--- config.mk ---
export PLATFORM = sky130hd
export DESIGN_NAME = pc_gen_flat
export DESIGN_NICKNAME = d
export VERILOG_FILES = /design/src/rtl/pc_gen_if.sv /design/src/rtl/pc_gen.sv /design/src/flat_wrapper.sv
export SDC_FILE = /design/constraint.sdc
export NUM_CORES = 1
export LEC_CHECK = 0
export BUFFER_PORTS_ARGS = -buffer_cell sky130_fd_sc_hd__buf_4
export CORE_AREA = 10 10 122 102
export CTS_CLUSTER_SIZE = 20
export DETAILED_ROUTE_END_ITERATION = 6
export DIE_AREA = 0 0 132 112
export PLACE_DENSITY = 0.78
export RECOVER_POWER = 25
export SLEW_MARGIN = 20
export SYNTH_ARGS = -nofsm -noshare
export SYNTH_HDL_FRONTEND = slang
export SYNTH_SLANG_ARGS = --single-unit
--- constraint.sdc ---
create_clock -name clk_i -period 3.92 [get_ports clk_i]
set_input_delay 0.588 -clock clk_i [delete_from_list [all_inputs] [get_ports clk_i]]
set_output_delay 0.588 -clock clk_i [all_outputs]
set_load 0.01 [all_outputs]
--- src/rtl/pc_gen_if.sv ---
// Fetch-side bundle for pc_gen: redirect channels, pipeline controls and the
// fetch handshake, together with the status outputs.
interface pc_gen_if #(
    parameter int ADDR_WIDTH   = 32,
    parameter int NUM_REDIRECT = 3,
    parameter int CNT_WIDTH    = 16
);
    logic [NUM_REDIRECT-1:0]            redirect_valid_i;
    logic [NUM_REDIRECT*ADDR_WIDTH-1:0] redirect_target_i;
    logic                               stall_i;
    logic                               halt_i;
    logic                               fetch_ready_i;
    logic                               fetch_valid_o;
    logic [ADDR_WIDTH-1:0]              fetch_pc_o;
    logic                               redirect_taken_o;
    logic                               misalign_o;
    logic [ADDR_WIDTH-1:0]              misalign_addr_o;
    logic [CNT_WIDTH-1:0]               redirect_cnt_o;
    logic                               halted_o;

    // Pipeline / fetch-unit side
    modport master (
        output redirect_valid_i, redirect_target_i, stall_i, halt_i, fetch_ready_i,
        input  fetch_valid_o, fetch_pc_o, redirect_taken_o, misalign_o,
               misalign_addr_o, redirect_cnt_o, halted_o
    );

    // PC generator side
    modport slave (
        input  redirect_valid_i, redirect_target_i, stall_i, halt_i, fetch_ready_i,
        output fetch_valid_o, fetch_pc_o, redirect_taken_o, misalign_o,
               misalign_addr_o, redirect_cnt_o, halted_o
    );
endinterface

--- src/rtl/pc_gen.sv ---
// Fetch program-counter generator: boots at PC_ADDR, advances by 4 per
// accepted fetch, takes the highest-priority redirect (channel 0 first),
// and supports halt/resume, misaligned-target reporting and a saturating
// redirect counter.
module pc_gen #(
    parameter int                    ADDR_WIDTH   = 32,
    parameter logic [ADDR_WIDTH-1:0] PC_ADDR      = 32'h8000_0000,
    parameter int                    NUM_REDIRECT = 3,
    parameter int                    CNT_WIDTH    = 16
) (
    input logic     clk_i,
    input logic     rst_i,
    pc_gen_if.slave bus
);
    typedef enum logic [1:0] {BOOT, RUN, HALT} state_t;

    state_t                state;
    logic [ADDR_WIDTH-1:0] pc_q;
    logic                  taken_q;
    logic                  mis_q;
    logic [ADDR_WIDTH-1:0] mis_addr_q;
    logic [CNT_WIDTH-1:0]  cnt_q;

    logic                  win_vld;
    logic [ADDR_WIDTH-1:0] win_tgt;
    logic                  apply;
    logic                  fire;

    // Priority pick: scan high to low so the lowest asserted index wins
    always_comb begin
        win_vld = |bus.redirect_valid_i;
        win_tgt = '0;
        for (int k = NUM_REDIRECT - 1; k >= 0; k--) begin
            if (bus.redirect_valid_i[k])
                win_tgt = bus.redirect_target_i[k*ADDR_WIDTH +: ADDR_WIDTH];
        end
    end

    // Redirects are dead during the BOOT cycle; otherwise they win over
    // stall, halt and the handshake alike.
    assign apply = win_vld && (state != BOOT);
    assign fire  = bus.fetch_valid_o && bus.fetch_ready_i;

    assign bus.fetch_valid_o    = (state == RUN) && !bus.stall_i;
    assign bus.fetch_pc_o       = pc_q;
    assign bus.redirect_taken_o = taken_q;
    assign bus.misalign_o       = mis_q;
    assign bus.misalign_addr_o  = mis_addr_q;
    assign bus.redirect_cnt_o   = cnt_q;
    assign bus.halted_o         = (state == HALT);

    // Control FSM: one dead boot cycle, then run; halt only when no redirect
    always_ff @(posedge clk_i or posedge rst_i) begin
        if (rst_i) begin
            state <= BOOT;
        end else begin
            case (state)
                BOOT:    state <= RUN;
                RUN:     if (bus.halt_i && !win_vld) state <= HALT;
                HALT:    if (win_vld) state <= RUN;
                default: state <= BOOT;
            endcase
        end
    end

    // PC update: aligned redirect target, else +4 on handshake, else hold
    always_ff @(posedge clk_i or posedge rst_i) begin
        if (rst_i)
            pc_q <= PC_ADDR;
        else if (apply)
            pc_q <= {win_tgt[ADDR_WIDTH-1:2], 2'b00};
        else if (fire)
            pc_q <= pc_q + ADDR_WIDTH'(4);
    end

    // Redirect status: one-cycle pulses, sticky misalign address, saturating count
    always_ff @(posedge clk_i or posedge rst_i) begin
        if (rst_i) begin
            taken_q    <= 1'b0;
            mis_q      <= 1'b0;
            mis_addr_q <= '0;
            cnt_q      <= '0;
        end else begin
            taken_q <= apply;
            mis_q   <= apply && (win_tgt[1:0] != 2'b00);
            if (apply && (win_tgt[1:0] != 2'b00))
                mis_addr_q <= win_tgt;
            if (apply && (cnt_q != '1))
                cnt_q <= cnt_q + CNT_WIDTH'(1);
        end
    end
endmodule
--- src/flat_wrapper.sv ---
// flat-port wrapper written by rule: the top's interface ports become plain ports
module pc_gen_flat 
#(
    parameter int                    ADDR_WIDTH   = 32,
    parameter logic [ADDR_WIDTH-1:0] PC_ADDR      = 32'h8000_0000,
    parameter int                    NUM_REDIRECT = 3,
    parameter int                    CNT_WIDTH    = 16
)
  (clk_i, rst_i, bus_redirect_valid_i, bus_redirect_target_i, bus_stall_i, bus_halt_i, bus_fetch_ready_i, bus_fetch_valid_o, bus_fetch_pc_o, bus_redirect_taken_o, bus_misalign_o, bus_misalign_addr_o, bus_redirect_cnt_o, bus_halted_o);
  pc_gen_if #(.ADDR_WIDTH(ADDR_WIDTH), .NUM_REDIRECT(NUM_REDIRECT), .CNT_WIDTH(CNT_WIDTH)) bus_i ();
  input logic clk_i;
  input logic rst_i;
  input wire logic [$bits(bus_i.redirect_valid_i)-1:0] bus_redirect_valid_i;
  input wire logic [$bits(bus_i.redirect_target_i)-1:0] bus_redirect_target_i;
  input wire logic [$bits(bus_i.stall_i)-1:0] bus_stall_i;
  input wire logic [$bits(bus_i.halt_i)-1:0] bus_halt_i;
  input wire logic [$bits(bus_i.fetch_ready_i)-1:0] bus_fetch_ready_i;
  output wire logic [$bits(bus_i.fetch_valid_o)-1:0] bus_fetch_valid_o;
  output wire logic [$bits(bus_i.fetch_pc_o)-1:0] bus_fetch_pc_o;
  output wire logic [$bits(bus_i.redirect_taken_o)-1:0] bus_redirect_taken_o;
  output wire logic [$bits(bus_i.misalign_o)-1:0] bus_misalign_o;
  output wire logic [$bits(bus_i.misalign_addr_o)-1:0] bus_misalign_addr_o;
  output wire logic [$bits(bus_i.redirect_cnt_o)-1:0] bus_redirect_cnt_o;
  output wire logic [$bits(bus_i.halted_o)-1:0] bus_halted_o;
  assign bus_i.redirect_valid_i = bus_redirect_valid_i;
  assign bus_i.redirect_target_i = bus_redirect_target_i;
  assign bus_i.stall_i = bus_stall_i;
  assign bus_i.halt_i = bus_halt_i;
  assign bus_i.fetch_ready_i = bus_fetch_ready_i;
  assign bus_fetch_valid_o = bus_i.fetch_valid_o;
  assign bus_fetch_pc_o = bus_i.fetch_pc_o;
  assign bus_redirect_taken_o = bus_i.redirect_taken_o;
  assign bus_misalign_o = bus_i.misalign_o;
  assign bus_misalign_addr_o = bus_i.misalign_addr_o;
  assign bus_redirect_cnt_o = bus_i.redirect_cnt_o;
  assign bus_halted_o = bus_i.halted_o;
  pc_gen #(.ADDR_WIDTH(ADDR_WIDTH), .PC_ADDR(PC_ADDR), .NUM_REDIRECT(NUM_REDIRECT), .CNT_WIDTH(CNT_WIDTH)) u_core (.clk_i(clk_i), .rst_i(rst_i), .bus(bus_i));
endmodule
==> impl_metrics.ini, run 1 <==
[run_status]
status = finished, violations left
violations = capacitance limit, slew limit

[logic_synthesis]
syn_area_per_cell_um2 = 9.38
yosysUniqueCellTypes = 51
synth_edf_count = 0
mappedNetlistArea_um2 = 4420
synth.yosys.seq_area_share = 0.465
synthFlopType = dfrtp_1
ys_warn_count = 0
yosys-top-cells-area = dfrtp_1 46%, mux2i_1 5.2%, nand2_1 5.2%
ys_seq_elements = 82
synth.largest_area_cell = dfrtp_1
async_flop_share = 1.00
synthCells = 471
yosys.area.top_type_share = 0.459

[timing]
worstMarginPinSlew_ns = 2.56
setup_viol = 0
drv_slew = 59
maxSlewHeadroom = -0.717
fin_skew_ns = 0.00518
fin_setup_tns_ns = 0
rsz0062_at_grt = no
whs_ns = 0.482
hold_viol = 0
min_period_over_period = 0.680
clock.fmax_mhz = 375
period_minus_slack_ns = 2.66

[worst_setup_path]
crit_path_end = u_core.bus.misalign_addr_o[20]
setup.worst_path.start = bus_redirect_valid_i[0]
cp-end-kind = flip-flop
crit_family = buffers and inverters
cp.buffers_inverters = 3
path_cells = buf_4 -> nor3_1 -> o21bai_4 -> clkinvlp_2 -> o221ai_4 -> buf_4 -> nand2_1 -> o21ai_0
r2r-end = u_core.bus.fetch_pc_o[28]
cp_data_required_time_ns = 4.16
cp-start-kind = input port
cp_data_arrival_time_ns = 2.90
crit_fanout = 65
r2r_cells = 5
crit_cells = 8
crit_top_cell = buf_4
reg2reg_slack_ns = 1.70
slowest_delay_ns = 0.43
crit_slowest_cell = o221ai_4
r2r-start = u_core.state[1]
crit_type = in2reg

[detailed_routing]
drt_iter0_markers = 285
wl_per_cell_um = 18.0
drc = 0
ant_nets = 0
via_count = 4096
drt_first_pass_iters = 4
via_per_inst = 5.22
finalWirelength_mm = 14.1

[grt]
grt_max_degree = 66
use_met2 = 0.299
grt_use_total = 0.182
grt_pass1_wl_mm = 22.3
grt_pass1_vias = 4185
met3_usage = 0.0521
use_met1 = 0.229
gr-total-overflow = 0
busiest_layer = met2
antenna_found_initial = 0

[placement]
portBuffers = 185
hpwl_mm = 10.9
globalplace.congestion = 0.795
post_dp_cell_area_um2 = 5880

[die]
dieArea_um2 = 14800
start_util = 0.440
core_um2 = 10000
die_y_um = 112
ios = 188
fp.dieW_um = 132
std_cell_rows = 33

[final_layout]
diodes = 0
final_common_cell = buf_4
mostFrequentLayoutCells = 188 x buf_4, 81 x dfrtp_1, 61 x nand2_1
design_area_um2 = 6170
area_growth_pct = 39.7
layout-drive-gt1-share = 0.338
finalNetCount = 748

[pwr]
p_per_area_nw_per_um2 = 451
vdd_drop_max_mv = 0.181
finalPower_w = 0.00278
p_leak_nw = 2.82

[clock_tree]
cts-hold-fix-buffers = 0
post_cts_buffers = 0
cts_buffers = 9
cts.sinks = 82
path_clk_slew_ns = 0.06
post_cts_resized = 0
clkLatencyLatePin_ns = 0.32
cts_tree = yes
ctsLongestPathBuffers = 2
h-tree-depth = 3
root_buffer = clkbuf_16

[job]
max-cap-violations = 1

[hold_path]
hp-start = u_core.bus.misalign_addr_o[10]
hp-class = reg2reg
[registers in the layout, summed over array words and instances (netlist names)]
| register | cells |
|---|---|
| u_core.bus.fetch_pc_o | 30 |
| u_core.bus.misalign_addr_o | 32 |
| u_core.bus.misalign_o | 1 |
| u_core.bus.redirect_cnt_o | 16 |
| u_core.bus.redirect_taken_o | 1 |
| u_core.state | 2 |
[power breakdown]
part	leakage, nW	internal (W)	switching, W
sequential	1.01	0.000991	0.000151
combinational	1.66	0.000387	0.000376
clock	0.151	0.000567	0.000312
total	2.82	0.00194	0.000839
[worst min path at each step]
stage	endpoint	slack [ns]	cells after the start
2_1_floorplan	u_core.bus.misalign_addr_o[0]	0.51	2
3_3_place_gp	u_core.bus.misalign_addr_o[20]	0.47	2
3_5_place_dp	u_core.bus.misalign_addr_o[10]	0.47	2
4_1_cts	u_core.bus.misalign_addr_o[10]	0.49	2
5_1_grt	u_core.bus.misalign_addr_o[11]	0.50	2
6_report	u_core.bus.misalign_addr_o[10]	0.48	2
[layer usage]
metal | up-vias | wire length (um)
met3 | 12 | 880
li1 | 2002 | -
met4 | 0 | 182
met2 | 147 | 6790
met1 | 1935 | 6280
met5 | - | 0
[cells in the mapped netlist (2+ instances only)]
cell,number
clkbuf_1,16
buf_1,3
a21oi_1,35
and4_1,2
and3_1,5
nor3_1,2
buf_4,2
nor3_2,2
o211ai_1,2
nand2b_1,2
dfrtp_1,81
and3b_1,2
a22oi_1,30
nor4_1,2
nor2b_1,2
ha_1,2
buf_6,2
mux2i_1,23
o21a_1,2
nand3_1,22
xor2_1,24
o21ai_0,38
inv_1,6
xnor2_1,15
nand4_1,16
nand2_1,61
buf_2,6
nor2_1,43
[kinds of logic after synthesis]
| group | count (synthesis) | synth area share |
|---|---|---|
| compound gates | 114 | 0.159 |
| flops | 82 | 0.465 |
| other cells | 1 | 0.000849 |
| fa+ha+maj | 2 | 0.00566 |
| mux | 26 | 0.0606 |
| buf+inv | 37 | 0.0413 |
| xor+xnor | 39 | 0.0773 |
| simple gates | 170 | 0.191 |
[through the flow]
| stage | utilization | instances | setup slack, ns |
|---|---|---|---|
| after CTS | 0.616 | 785 | 1.38 |
| final | 0.615 | 785 | 1.26 |
| after detailed placement | 0.586 | 771 | 1.04 |
| after floorplan | - | 472 | 1.23 |
| after global routing | 0.615 | 785 | 0.986 |
| after global placement | 0.586 | 771 | 1.13 |
[worst reg2reg max path, delay by kind of cell (launching register included)]
family / cells / cell delay, ns
flops: 1 / 0.47
simple gates: 3 / 1.35
xor+xnor: 1 / 0.18
mux: 1 / 0.09
[final cells by class]
type | count | area [um^2]
clock buffer | 11 | 243
timing repair buffer | 189 | 1420
tap | 140 | 175
inverter | 7 | 28.8
clock inverter | 3 | 65.1
multi-input combinational | 353 | 2190
sequential | 82 | 2050
fill | 883 | 3860
Power figures use the tool's default switching activity.
==> run 2, diff against run 1 <==
==> constraint.sdc (replaced) <==
create_clock -name clk_i -period 2.8 [get_ports clk_i]
set_input_delay 0.42 -clock clk_i [delete_from_list [all_inputs] [get_ports clk_i]]
set_output_delay 0.42 -clock clk_i [all_outputs]
set_load 0.01 [all_outputs]
==> impl_metrics.ini, run 2 (synthesis results as in run 1) <==
[final_layout]
final_common_cell = buf_4
largest_reg_flops = 32
diodes = 0
fillers = 871
mostFrequentLayoutCells = 190 x buf_4, 81 x dfrtp_1, 61 x nand2_1
layout-drive-gt1-share = 0.342
area_growth_pct = 40.6
finalNetCount = 751

[timing]
setup_viol = 0
hold_viol = 0
period_minus_slack_ns = 2.24
min_period_over_period = 0.800
maxSlewHeadroom = -0.261
fin_setup_tns_ns = 0
rsz0062_at_grt = no
fin_skew_ns = 0.00787
whs_ns = 0.371
drv_slew = 43
clock.fmax_mhz = 446
worstMarginPinSlew_ns = 1.88

[grt]
grt_pass1_wl_mm = 23.0
antenna_found_initial = 0
grt_max_degree = 43
gr-total-overflow = 0
grt_pass1_vias = 4321
grt_use_total = 0.189

[clock_tree]
post_cts_resized = 0
cts-hold-fix-buffers = 0
h-tree-depth = 3
cts.sinks = 82
cts_tree = yes
ctsLongestPathBuffers = 2
root_buffer = clkbuf_16
clkLatencyLatePin_ns = 0.33
cts_buffers = 9
post_cts_buffers = 0
path_clk_slew_ns = 0.06

[hold_path]
whs_path_depth = 3
hp-class = in2reg
hp-start = bus_redirect_valid_i[2]
min_to = u_core.state[1]

[detailed_routing]
via_per_inst = 5.26
ant_nets = 0
drt_first_pass_iters = 4
drc = 0
wl_per_cell_um = 18.2
via_count = 4154
finalWirelength_mm = 14.4
drt_iter0_markers = 321

[die]
fp.dieW_um = 132
ios = 188
die_y_um = 112
core_um2 = 10000
std_cell_rows = 33
dieArea_um2 = 14800
start_util = 0.440

[job]
max-cap-violations = 1

[pwr]
intPower_w = 0.00272
p_leak_nw = 2.84
p_comb_frac = 0.275
vdd_drop_max_mv = 0.272
p_per_area_nw_per_um2 = 629
seq_power_share = 0.409
switching_share = 0.305
p_switching_w = 0.00119
clockPowerShare = 0.316

[worst_setup_path]
crit_fanout = 8
r2r-start = u_core.state[1]
cp-end-kind = flip-flop
cp-start-kind = flip-flop
r2r-end = u_core.bus.fetch_pc_o[18]
crit_type = reg2reg
cp_data_required_time_ns = 2.99
reg2reg_slack_ns = 0.56
cp_data_arrival_time_ns = 2.43
r2r_cells = 5

[placement]
portBuffers = 185
globalplace.congestion = 0.792
hpwl_mm = 11.2

[run_status]
status = finished, violations left
violations = capacitance limit, slew limit
## run 2: metrics by stage
step / instance area (um^2) / power, W / util / setup slack, ns / instances
after floorplan: 4420 / 0.00211 / - / 0.273 / 472
after global placement: 5910 / 0.00267 / 0.589 / 0.586 / 774
after detailed placement: 5910 / 0.00271 / 0.589 / 0.481 / 774
after CTS: 6220 / 0.00395 / 0.620 / 0.536 / 790
after global routing: 6210 / 0.00412 / 0.619 / 0.326 / 790
final: 6210 / 0.00391 / 0.619 / 0.559 / 790
## run 2: power by group through the flow
stage	logic [W]	registers, W	clock network [W]
floorplan	0.000449	0.00166	0
global placement	0.00107	0.00160	0
detailed placement	0.00110	0.00161	0
CTS	0.00110	0.00159	0.00126
global route	0.00118	0.00163	0.00131
finish	0.00108	0.00160	0.00123
## run 2: critical path, cell delays in order, from the launching register on
cell and delay (ns):
dfrtp_1 0.47, nand4bb_1 0.47, nor3_2 0.65, nand4_1 0.20, xnor2_1 0.20, mux2i_1 0.11
## run 2: worst max path at each step
stage | from | end | slack (ns) | cells after the start
2_1_floorplan | rst_i | u_core.bus.fetch_pc_o[10] | 0.27 | 1
3_3_place_gp | bus_redirect_valid_i[1] | u_core.bus.misalign_addr_o[31] | 0.59 | 6
3_5_place_dp | bus_redirect_valid_i[1] | u_core.bus.misalign_addr_o[14] | 0.48 | 6
4_1_cts | u_core.state[1] | u_core.bus.fetch_pc_o[18] | 0.54 | 5
5_1_grt | rst_i | u_core.bus.fetch_pc_o[4] | 0.33 | 3
6_report | u_core.state[1] | u_core.bus.fetch_pc_o[18] | 0.56 | 5
## run 2: area by class of cell
type                       instances  area, um^2  area share
clock inverter                     4        76.3      0.0123
multi-input combinational        353        2200       0.354
timing repair buffer             192        1440       0.232
inverter                           7        30.0     0.00484
sequential                        82        2050       0.331
tap                              140         175      0.0282
clock buffer                      12         236      0.0381
## run 2: per-layer routing
| metal | part of all wire | routed length (um) | track usage | up-vias |
|---|---|---|---|---|
| met5 | 0 | 0 | 0 | - |
| met4 | 0.011 | 159 | 0.0503 | 0 |
| met3 | 0.061 | 880 | 0.0472 | 11 |
| met2 | 0.49 | 7010 | 0.317 | 140 |
| met1 | 0.44 | 6370 | 0.239 | 1989 |
| li1 | - | - | - | 2014 |
==> run 3, diff against run 2 <==
--- a/config.mk
+++ b/config.mk
@@ -6,11 +6,11 @@
 export NUM_CORES = 1
 export LEC_CHECK = 0
 export BUFFER_PORTS_ARGS = -buffer_cell sky130_fd_sc_hd__buf_4
-export CORE_AREA = 10 10 122 102
+export CORE_AREA = 10 10 124 103
 export CTS_CLUSTER_SIZE = 20
 export DETAILED_ROUTE_END_ITERATION = 6
-export DIE_AREA = 0 0 132 112
-export PLACE_DENSITY = 0.78
+export DIE_AREA = 0 0 134 113
+export PLACE_DENSITY = 0.79
 export RECOVER_POWER = 25
 export SLEW_MARGIN = 20
 export SYNTH_ARGS = -nofsm -noshare
==> constraint.sdc (replaced) <==
create_clock -name clk_i -period 1.8 [get_ports clk_i]
set_input_delay 0.27 -clock clk_i [delete_from_list [all_inputs] [get_ports clk_i]]
set_output_delay 0.27 -clock clk_i [all_outputs]
set_load 0.01 [all_outputs]
==> impl_metrics.ini, run 3 (synthesis results as in run 1) <==
[run_status]
status = finished, violations left
violations = capacitance limit, slew limit

[detailed_routing]
drt_iter0_markers = 228
ant_nets = 0
finalWirelength_mm = 14.6
via_count = 4249
drt_first_pass_iters = 4
via_per_inst = 5.21
drc = 0
wl_per_cell_um = 17.9

[worst_setup_path]
crit_fanout = 6
crit_type = reg2reg
cp-start-kind = flip-flop
crit_slowest_cell = dfrtp_1
cp_data_arrival_time_ns = 1.86
slowest_delay_ns = 0.40
path_cells = nand4_1 -> buf_4 -> nor4_4 -> buf_4 -> nand4_1 -> xor2_1 -> mux2i_1
cp-end-kind = flip-flop
cp_data_required_time_ns = 1.99

[grt]
grt_pass1_vias = 4564
grt_pass1_wl_mm = 23.6
antenna_found_initial = 0
gr-total-overflow = 0
grt_use_total = 0.189
grt_max_degree = 38

[pwr]
vdd_drop_max_mv = 0.547
p_comb_frac = 0.294
clockPowerShare = 0.316
switching_share = 0.304
p_switching_w = 0.00189
finalPower_w = 0.00623
seq_power_share = 0.390
p_leak_nw = 3.00
intPower_w = 0.00434
p_per_area_nw_per_um2 = 960

[die]
core_um2 = 10200
start_util = 0.433
ios = 188
std_cell_rows = 33
fp.dieW_um = 134
die_y_um = 113
dieArea_um2 = 15100

[timing]
worstMarginPinSlew_ns = 1.51
clock.fmax_mhz = 599
hold_viol = 0
maxSlewHeadroom = -0.0127
rsz0062_at_grt = no
drv_slew = 33
setup_viol = 0
fin_skew_ns = 0.00427
min_period_over_period = 0.928
period_minus_slack_ns = 1.67
whs_ns = 0.219

[final_layout]
final_common_cell = buf_4
layout-drive-gt1-share = 0.374
largest_reg_flops = 32
finalNetCount = 777
diodes = 0
fillers = 884
fin_util = 0.636
area_growth_pct = 46.9
mostFrequentLayoutCells = 209 x buf_4, 80 x dfrtp_1, 61 x nand2_1

[clock_tree]
cts.sinks = 82
root_buffer = clkbuf_16
cts_tree = yes
path_clk_slew_ns = 0.06
ctsLongestPathBuffers = 2
h-tree-depth = 3
clkLatencyLatePin_ns = 0.33
cts_buffers = 9

[placement]
portBuffers = 185
hpwl_mm = 11.7
globalplace.congestion = 0.812

[job]
max-cap-violations = 1

[hold_path]
hp-class = in2reg
run 3: cell count changes in the layout (fill, tap and decap cells not counted), moves of 2 or more:
cell,change
buf_4,+19
buf_12,+4
buf_6,+2
clkinv_2,+2
nor4_1,-2
nor4_2,+2
run 3: what timing repair did:
action	CTS	global route
endpoints found under the hold margin	0	0
hold buffers	0	0
pin swaps	1	4
buffers inserted	2	2
setup endpoints to repair	7	16
resized for setup	0	6
run 3: final timing paths:
path | startpoint | end | slack [ns] | depth (start not counted)
max | u_core.bus.fetch_pc_o[8] | u_core.bus.fetch_pc_o[25] | 0.13 | 7
min | bus_redirect_valid_i[2] | u_core.state[1] | 0.22 | 3
max reg2reg | u_core.bus.fetch_pc_o[8] | u_core.bus.fetch_pc_o[25] | 0.13 | 7
min reg2reg | u_core.bus.misalign_addr_o[22] | u_core.bus.misalign_addr_o[22] | 0.48 | 2
max in group asynchronous | rst_i | u_core.bus.redirect_cnt_o[2] | 0.30 | 3
min in group asynchronous | rst_i | u_core.bus.misalign_addr_o[25] | 0.30 | 2
run 3: power by group through the flow:
stage / logic, W / registers [W] / clock network (W)
2_1_floorplan: 0.000698 / 0.00258 / 0
3_5_place_dp: 0.00186 / 0.00246 / 0
3_3_place_gp: 0.00181 / 0.00244 / 0
6_report: 0.00183 / 0.00243 / 0.00197
4_1_cts: 0.00187 / 0.00243 / 0.00200
5_1_grt: 0.00202 / 0.00248 / 0.00209
run 3: area by class of cell:
class | count | area (um^2) | share of cell area
sequential | 82 | 2050 | 0.316
timing repair buffer | 218 | 1690 | 0.260
clock inverter | 5 | 77.6 | 0.0120
tap | 140 | 175 | 0.0270
clock buffer | 11 | 243 | 0.0374
multi-input combinational | 353 | 2220 | 0.343
inverter | 7 | 30.0 | 0.00463
run 3: critical path, delay by kind of cell, from the launching register on:
kind | cells | cell delay [ns]
and+or+nand+nor | 3 | 0.52
DFF | 1 | 0.40
muxes | 1 | 0.09
buffers and inverters | 2 | 0.37
xor gates and xnor gates | 1 | 0.16
run 3: routing by layer:
| layer | up-vias | wire (um) | GRT usage |
|---|---|---|---|
| met3 | 12 | 924 | 0.0575 |
| met2 | 132 | 7140 | 0.325 |
| li1 | 2065 | - | - |
| met5 | - | 0 | 0 |
| met4 | 0 | 167 | 0.0507 |
| met1 | 2040 | 6330 | 0.226 |
run 3: per-stage QoR:
stage          TNS [ns]  std cells  setup WS, ns  cell area, um^2
6_report              0        816         0.130             6490
4_1_cts               0        814        0.0448             6460
5_1_grt               0        816      0.000920             6490
3_3_place_gp          0        796        0.0604             6120
3_5_place_dp     -0.296        796       -0.0951             6120
2_1_floorplan         0        472        0.0677             4430
